$ cat config.mk
export PLATFORM = sky130hd
export DESIGN_NAME = data_unpacker
export DESIGN_NICKNAME = d
export VERILOG_FILES = /design/src/rtl/data_unpacker.sv
export SDC_FILE = /design/constraint.sdc
export NUM_CORES = 1
export LEC_CHECK = 0
export ABC_AREA = 1
export BUFFER_PORTS_ARGS = -buffer_cell sky130_fd_sc_hd__buf_2
export CORE_AREA = 2 2 120 238
export CTS_BUF_LIST = sky130_fd_sc_hd__clkbuf_4 sky130_fd_sc_hd__clkbuf_8
export DETAILED_ROUTE_END_ITERATION = 16
export DIE_AREA = 0 0 122 240
export GPL_ROUTABILITY_DRIVEN = 0
export PLACE_DENSITY = 0.51
export SLEW_MARGIN = 10
export SYNTH_ARGS = -nofsm -noshare
export SYNTH_HDL_FRONTEND = slang
export SYNTH_SLANG_ARGS = --single-unit
$ cat constraint.sdc
create_clock -name clk -period 2.7 [get_ports clk]
set_clock_uncertainty 0.1 [all_clocks]
set_input_delay 0.54 -clock clk [delete_from_list [all_inputs] [get_ports clk]]
set_output_delay 0.54 -clock clk [all_outputs]
set_load 0.05 [all_outputs]
$ cat src/rtl/data_unpacker.sv
// Wide-to-narrow width converter: holds one wide word and emits it as OUT_WIDTH slices
// over a req/ready handshake. Define DATA_UNPACKER_MSB_FIRST_EN to emit the top slice first.
module data_unpacker #(
    parameter int IN_WIDTH  = 128,
    parameter int OUT_WIDTH = 32,
    parameter int OP_WIDTH  = 16
) (
    input  logic                 clk,
    input  logic                 reset_n,
    input  logic                 s_write_req,
    output logic                 s_write_ready,
    input  logic [IN_WIDTH-1:0]  s_write_data,
    output logic                 m_write_req,
    input  logic                 m_write_ready,
    output logic [OUT_WIDTH-1:0] m_write_data
);

    function automatic int c_log_2(input int value);
        int result;
        result = 0;
        for (int i = 0; i < 32; i++) begin
            if ((1 << result) < value) begin
                result = result + 1;
            end
        end
        return result;
    endfunction

    localparam int OUT_NUM_RAW  = (IN_WIDTH + OUT_WIDTH - 1) / OUT_WIDTH;
    localparam int OUT_NUM_DATA = (OUT_NUM_RAW < 1) ? 1 : OUT_NUM_RAW;
    localparam int COUNT_LOG    = c_log_2(OUT_NUM_DATA);
    localparam int DATA_COUNT_W = (COUNT_LOG < 1) ? 1 : COUNT_LOG;
    localparam int PAD_WIDTH    = OUT_NUM_DATA * OUT_WIDTH;

    // Slices must carry a whole number of operands for the PE array.
    if ((OUT_WIDTH % OP_WIDTH) != 0) begin : g_bad_op_width
        $error("data_unpacker: OUT_WIDTH must be a multiple of OP_WIDTH");
    end

    if (OUT_NUM_DATA == 1) begin : g_pass
        assign m_write_req   = s_write_req;
        assign s_write_ready = m_write_ready;

        always_comb begin
            m_write_data                = '0;
            m_write_data[IN_WIDTH-1:0]  = s_write_data;
        end
    end else begin : g_unpack
        typedef enum logic {
            EMPTY = 1'b0,
            HOLD  = 1'b1
        } state_t;

        localparam logic [DATA_COUNT_W-1:0] LAST_IDX = DATA_COUNT_W'(OUT_NUM_DATA - 1);

        state_t                  state_q, state_d;
        logic [DATA_COUNT_W-1:0] dcount_q, dcount_d;
        logic [IN_WIDTH-1:0]     data_q, data_d;
        logic [PAD_WIDTH-1:0]    padded;
        logic [OUT_WIDTH-1:0]    slices [OUT_NUM_DATA];
        logic [DATA_COUNT_W-1:0] slice_idx;
        logic                    last_slice;
        logic                    in_xfer;
        logic                    out_xfer;

        assign last_slice    = (dcount_q == LAST_IDX);
        assign s_write_ready = (state_q == EMPTY) || (m_write_ready && last_slice);
        assign m_write_req   = (state_q == HOLD);
        assign in_xfer       = s_write_req && s_write_ready;
        assign out_xfer      = (state_q == HOLD) && m_write_ready;

        // A new word may be captured on the last-slice handoff, so consecutive words stream without a bubble.
        always_comb begin
            state_d  = state_q;
            dcount_d = dcount_q;
            data_d   = data_q;
            case (state_q)
                EMPTY: begin
                    if (in_xfer) begin
                        state_d  = HOLD;
                        dcount_d = '0;
                        data_d   = s_write_data;
                    end
                end
                HOLD: begin
                    if (out_xfer) begin
                        if (!last_slice) begin
                            dcount_d = dcount_q + 1'b1;
                        end else if (in_xfer) begin
                            dcount_d = '0;
                            data_d   = s_write_data;
                        end else begin
                            state_d  = EMPTY;
                            dcount_d = '0;
                        end
                    end
                end
                default: begin
                    state_d  = EMPTY;
                    dcount_d = '0;
                end
            endcase
        end

        always_ff @(posedge clk or negedge reset_n) begin
            if (!reset_n) begin
                state_q  <= EMPTY;
                dcount_q <= '0;
                data_q   <= '0;
            end else begin
                state_q  <= state_d;
                dcount_q <= dcount_d;
                data_q   <= data_d;
            end
        end

        // Bits above IN_WIDTH in the final slice read as zero.
        always_comb begin
            padded                 = '0;
            padded[IN_WIDTH-1:0]   = data_q;
            for (int k = 0; k < OUT_NUM_DATA; k++) begin
                slices[k] = padded[k*OUT_WIDTH +: OUT_WIDTH];
            end
        end

`ifdef DATA_UNPACKER_MSB_FIRST_EN
        assign slice_idx = LAST_IDX - dcount_q;
`else
        assign slice_idx = dcount_q;
`endif

        assign m_write_data = slices[slice_idx];
    end

endmodule
==> impl_metrics.env, run 1 <==
export IMPL_status="complete, no violations"
export IMPL_fillers=3036
export IMPL_ys_flop_type="dfrtp_1"
export IMPL_synth_avg_cell_area_sq_um=7.39
export IMPL_drt_iter0_drc=458
export IMPL_final_util_pct=30.0
export IMPL_core_sq_um=27400
export IMPL_ys_seq_elements=131
export IMPL_postCtsHoldBufs=1
export IMPL_cts_setup_buffers=0
export IMPL_crit_path_end="m_write_data[10]"
export IMPL_initial_core_util_pct=24.7
export IMPL_cp_slowest_stage_delay_ns=0.41
export IMPL_die_w_um=122
export IMPL_cts_sinks=131
export IMPL_grt_pass1_vias=6024
export IMPL_period_minus_slack_ns=2.54
export IMPL_cp_max_fo=82
export IMPL_crit_type="flop to output pin"
export IMPL_overflow=0
export IMPL_p_total_mw=11.0
export IMPL_synth_warnings=0
export IMPL_cp_start_kind="flop"
export IMPL_synth_common_cells="nand2_1 (378), nand3_1 (193), dfrtp_1 (131)"
export IMPL_hold_viol_final=0
export IMPL_cts_path_max_buffers=2
export IMPL_synth_cell_types=18
export IMPL_final_antenna_net_count=0
export IMPL_drive_gt1_share_pct=23.3
export IMPL_grt_usage_pct=15.1
export IMPL_vias_per_cell=4.30
export IMPL_arrival_ns=1.90
export IMPL_cts_buffers=17
export IMPL_layoutNonFillerInstCount=1418
export IMPL_yosys_cell_count_top_type="nand2_1"
export IMPL_cts_max_level=4
export IMPL_syn_inst=916
export IMPL_grt_pass1_wl_mm=33.3
export IMPL_antenna_found_initial=1
export IMPL_drt_first_pass_iters=5
export IMPL_numPortBuffers=165
export IMPL_routed_wl_mm=21.4
export IMPL_synth_largest_area_cell="dfrtp_1"
export IMPL_dieArea_sq_um=29300
export IMPL_p_leak_nw=4.70
export IMPL_num_rows=86
export IMPL_powerDensity_nw_per_um2=1330
export IMPL_worst_pin_slew_ns=0.618
export IMPL_synth_area_leaders="dfrtp_1 (48%), nand2_1 (21%), nand3_1 (14%)"
export IMPL_vias=6095
export IMPL_met3_usage_pct=3.51
export IMPL_wire_per_inst_um=15.1
export IMPL_use_met2_pct=24.2
export IMPL_fin_nets=1185
export IMPL_rr_startpoint="g_unpack.dcount_q[0]$_DFFE_PN0P_"
export IMPL_top_usage_layer="met2"
export IMPL_grt_max_degree=129
export IMPL_slew_violations=0
export IMPL_cp_top_family="buffers and inverters"
export IMPL_fmax_mhz=393
export IMPL_critPathCaptureType="output pin"
export IMPL_synth_top_area_share_pct=48.4
export IMPL_relSlewSlack_pct=58.8
export IMPL_cts_resized=0
export IMPL_critPathLaunch="g_unpack.dcount_q[0]$_DFFE_PN0P_"
export IMPL_reg2reg_depth=7
export IMPL_clk_latency_ns=0.46
export IMPL_fin_crit_sh_pct=94.2
export IMPL_dp_hpwl_mm=14.8
export IMPL_grtUsageMet1_pct=18.8
export IMPL_path_cells="buf_12, or2_0, nand3_1, nand2_1, buf_2"
export IMPL_synth_edff_count=0
export IMPL_hold_class="primary input to flop"
export IMPL_required_ns=2.06
export IMPL_worst_r2r_endpoint="g_unpack.data_q[30]$_DFFE_PN0P_"
export IMPL_cts_root_buffer="clkbuf_8"
export IMPL_syn_nets=1049
export IMPL_cp_depth=5
export IMPL_rsz0062_at_grt="false"
export IMPL_placed_cell_area_sq_um=7820
export IMPL_placed_cells=1384
export IMPL_async_flop_share_pct=100
export IMPL_path_clk_slew_ns=0.08
export IMPL_max_cap_violations=0
export IMPL_cp_slowest_cell="dfrtp_2"
export IMPL_setup_tns_ns=0
export IMPL_syn_to_final_growth_pct=21.8
export IMPL_remaining_drc_errors=0
export IMPL_cts_tree="built"
export IMPL_synth_seq_area_share_pct=48.4
export IMPL_ir_drop_mv=0.656
export IMPL_syn_area_sq_um=6770
export IMPL_chipHeight_um=240
export IMPL_regToRegSetupSlack_ns=0.70
export IMPL_setup_viol=0
export IMPL_io_pin_count=166
export IMPL_fin_area_sq_um=8240
export IMPL_cp_buffers_inverters=2
## state kept, by name, indices dropped and copies added (netlist names)
name,flops
g_unpack.dcount_q,2
m_write_req,1
g_unpack.data_q,128
## cells in the final DEF (no fill, tap or decap), types with 3 or more instances in the layout
cell       count
nand2_2       11
dfrtp_1      130
or2_2         22
nand2_1      378
nand3_1      193
buf_2        163
buf_4         11
or2_0         10
bufinv_16      3
clkbuf_8      18
inv_1        100
clkinv_4       4
clkinv_2       4
buf_12         5
## per-stage QoR
stage	setup WS, ns	hold WS (ns)
3_3_place_gp	0.647	0.346
2_1_floorplan	0.770	0.144
3_5_place_dp	0.644	0.350
4_1_cts	0.120	0.170
6_report	0.157	0.204
5_1_grt	0.0351	0.166
## area by class of cell
cell class	count	area [sq um]	area share, %
antenna	1	2.50	0.0304
clock buffer	19	255	3.10
clock inverter	13	160	1.94
inverter	100	375	4.55
multi-input combinational	621	2710	32.9
sequential	131	3280	39.8
tap	352	440	5.34
timing repair buffer	181	1020	12.4
## routing by layer
layer | vias up | routed length (um)
met5 | - | 0
met4 | 0 | 896
met3 | 40 | 856
met2 | 128 | 10400
met1 | 2847 | 9220
li1 | 3080 | -
## how the worst min path moves through the flow
stage | startpoint | endpoint | slack, ns | depth (start not counted)
3_5_place_dp | g_unpack.data_q[5]$_DFFE_PN0P_ | g_unpack.data_q[5]$_DFFE_PN0P_ | 0.35 | 2
4_1_cts | s_write_data[74] | g_unpack.data_q[74]$_DFFE_PN0P_ | 0.17 | 3
6_report | s_write_data[74] | g_unpack.data_q[74]$_DFFE_PN0P_ | 0.20 | 3
5_1_grt | s_write_data[106] | g_unpack.data_q[106]$_DFFE_PN0P_ | 0.17 | 3
3_3_place_gp | g_unpack.data_q[5]$_DFFE_PN0P_ | g_unpack.data_q[5]$_DFFE_PN0P_ | 0.35 | 2
2_1_floorplan | reset_n | g_unpack.data_q[0]$_DFFE_PN0P_ | 0.14 | 0
## tightest hold or removal path: stages
cell     delay [ns]
buf_2          0.07
nand3_1        0.06
nand2_1        0.06
## power breakdown
part	leakage, nW	internal (mW)	switching (mW)
Sequential	1.63	2.87	0.485
Clock	0.209	0.944	0.824
Combinational	2.86	1.63	4.25
Total	4.70	5.44	5.56
## logic make-up (layout without fill, tap and decap cells)
family / after synthesis / count (layout) / synth area share, %
adders and majority gates: 1 / 1 / 0.185
AOI/OAI and AO/OA: 3 / 3 / 0.222
other: 0 / 1 / 0
and+or+nand+nor: 617 / 617 / 39.6
DFF: 131 / 131 / 48.4
buffers and inverters: 164 / 313 / 11.5
(Power assumes the default switching activity.)
==> run 2, diff against run 1 <==
- CAP_MARGIN: default -> 20
- PLACE_DENSITY: 0.51 -> 0.43
==> run 2 against run 1 <==
  * Fmax is 0.30% lower
  * Routed wire length rose by 1.1%
  * Largest cell class unchanged
  * Final area increased by 0.17%
  * Setup slack got worse by 0.0076 ns
==> impl_metrics.env, run 2 (synthesized netlist as in run 1, its figures left out) <==
export IMPL_status="complete, no violations"
export IMPL_crit_type="flop to output pin"
export IMPL_pwr_share_comb_pct=54.5
export IMPL_period_minus_slack_ns=2.55
export IMPL_p_leak_nw=4.71
export IMPL_io_pin_count=166
export IMPL_grt_usage_pct=15.5
export IMPL_cp_start_kind="flop"
export IMPL_syn_to_final_growth_pct=22.0
export IMPL_vias=5981
export IMPL_grt_max_degree=131
export IMPL_antenna_found_initial=4
export IMPL_drive_gt1_share_pct=23.5
export IMPL_cts_sinks=131
export IMPL_grtUsageMet1_pct=20.0
export IMPL_max_cap_violations=0
export IMPL_cp_max_fo=44
export IMPL_fin_area_sq_um=8260
export IMPL_core_sq_um=27400
export IMPL_use_met2_pct=25.3
export IMPL_grt_pass1_wl_mm=34.2
export IMPL_most_common_layout_cells="nand2_1 (378), nand3_1 (193), buf_2 (163)"
export IMPL_p_sw_share_pct=50.4
export IMPL_relSlewSlack_pct=58.5
export IMPL_wire_per_inst_um=15.2
export IMPL_powerDensity_nw_per_um2=1310
export IMPL_num_rows=86
export IMPL_cts_buffers=17
export IMPL_rr_startpoint="g_unpack.dcount_q[0]$_DFFE_PN0P_"
export IMPL_critPathLaunch="g_unpack.dcount_q[0]$_DFFE_PN0P_"
export IMPL_remaining_drc_errors=0
export IMPL_cts_path_max_buffers=2
export IMPL_numPortBuffers=165
export IMPL_rsz0062_at_grt="true"
export IMPL_placed_cell_area_sq_um=7850
export IMPL_cts_max_level=4
export IMPL_hold_class="primary input to flop"
export IMPL_routed_wl_mm=21.7
export IMPL_p_total_mw=10.9
export IMPL_reg2reg_depth=7
export IMPL_drt_iter0_drc=301
export IMPL_worst_pin_slew_ns=0.623
export IMPL_dp_hpwl_mm=15.0
export IMPL_worst_r2r_endpoint="g_unpack.data_q[72]$_DFFE_PN0P_"
export IMPL_chipHeight_um=240
export IMPL_path_clk_slew_ns=0.07
export IMPL_top_usage_layer="met2"
export IMPL_slew_violations=0
export IMPL_overflow=0
export IMPL_grt_pass1_vias=6059
export IMPL_largest_register="g_unpack.data_q"
export IMPL_final_antenna_net_count=0
export IMPL_met3_usage_pct=2.30
export IMPL_regToRegSetupSlack_ns=0.56
export IMPL_setup_viol=0
export IMPL_clk_latency_ns=0.46
export IMPL_die_w_um=122
export IMPL_hold_viol_final=0
export IMPL_critPathCaptureType="output pin"
export IMPL_fin_nets=1188
export IMPL_pwr_share_seq_pct=31.1
export IMPL_fmax_mhz=392
export IMPL_cts_tree="built"
export IMPL_largest_register_ffs=128
export IMPL_drt_first_pass_iters=4
export IMPL_final_common_cell="nand2_1"
export IMPL_final_util_pct=30.1
export IMPL_arrival_ns=1.91
export IMPL_crit_path_end="m_write_data[19]"
export IMPL_fin_crit_sh_pct=94.5
export IMPL_dieArea_sq_um=29300
export IMPL_clkPwrFrac_pct=14.4
export IMPL_switchingPower_mw=5.47
export IMPL_required_ns=2.06
export IMPL_ir_drop_mv=0.621
export IMPL_vias_per_cell=4.21
export IMPL_intPower_mw=5.38
export IMPL_initial_core_util_pct=24.7
export IMPL_setup_tns_ns=0
export IMPL_cts_root_buffer="clkbuf_8"
==> run 2: cell type report <==
type / instances / area (sq um)
fill: 3057 / 19200
sequential: 131 / 3280
multi-input combinational: 621 / 2710
timing repair buffer: 184 / 1080
tap: 352 / 440
inverter: 100 / 379
clock buffer: 24 / 299
clock inverter: 6 / 57.6
antenna: 3 / 7.51
==> run 2: what timing repair did <==
action,in CTS,in global routing
resized for setup,1,1
buffers inserted,0,3
setup endpoints to repair,3,6
hold buffers,1,0
endpoints found under the hold margin,58,0
==> run 2: routing by layer <==
layer,part of all wire [%],vias up
met3,3.2,31
met4,3.1,0
li1,-,3082
met2,49,126
met1,45,2742
met5,0,-
==> run 2: power by group through the flow <==
| stage | Clock, mW | Combinational [mW] | Sequential [mW] |
|---|---|---|---|
| 3_5_place_dp | 0 | 6.00 | 3.39 |
| 4_1_cts | 1.64 | 6.01 | 3.37 |
| 5_1_grt | 1.72 | 6.61 | 3.49 |
| 3_3_place_gp | 0 | 5.99 | 3.39 |
| 2_1_floorplan | 0 | 4.53 | 3.25 |
| 6_report | 1.57 | 5.91 | 3.37 |
==> run 2: critical path, cell delays in order, from the launching register on <==
cell and delay, ns:
dfrtp_2 0.48, buf_12 0.20, or2_2 0.32, nand3_1 0.13
nand2_1 0.08, buf_2 0.21
==> run 2: worst min path at each step <==
stage | start | endpoint | slack, ns | cells after the start
6_report | s_write_data[75] | g_unpack.data_q[75]$_DFFE_PN0P_ | 0.21 | 3
5_1_grt | s_write_data[1] | g_unpack.data_q[1]$_DFFE_PN0P_ | 0.18 | 3
4_1_cts | s_write_data[113] | g_unpack.data_q[113]$_DFFE_PN0P_ | 0.17 | 3
3_5_place_dp | g_unpack.data_q[13]$_DFFE_PN0P_ | g_unpack.data_q[13]$_DFFE_PN0P_ | 0.35 | 2
3_3_place_gp | g_unpack.data_q[12]$_DFFE_PN0P_ | g_unpack.data_q[12]$_DFFE_PN0P_ | 0.35 | 2
2_1_floorplan | reset_n | g_unpack.data_q[0]$_DFFE_PN0P_ | 0.14 | 0
==> run 2: through the flow <==
step / hold WS (ns) / std cells / worst slack, ns
floorplan: 0.144 / 916 / 0.770
finish: 0.211 / 1421 / 0.150
CTS: 0.167 / 1415 / 0.0593
global route: 0.185 / 1420 / -0.0255
global placement: 0.346 / 1384 / 0.527
detailed placement: 0.352 / 1384 / 0.534
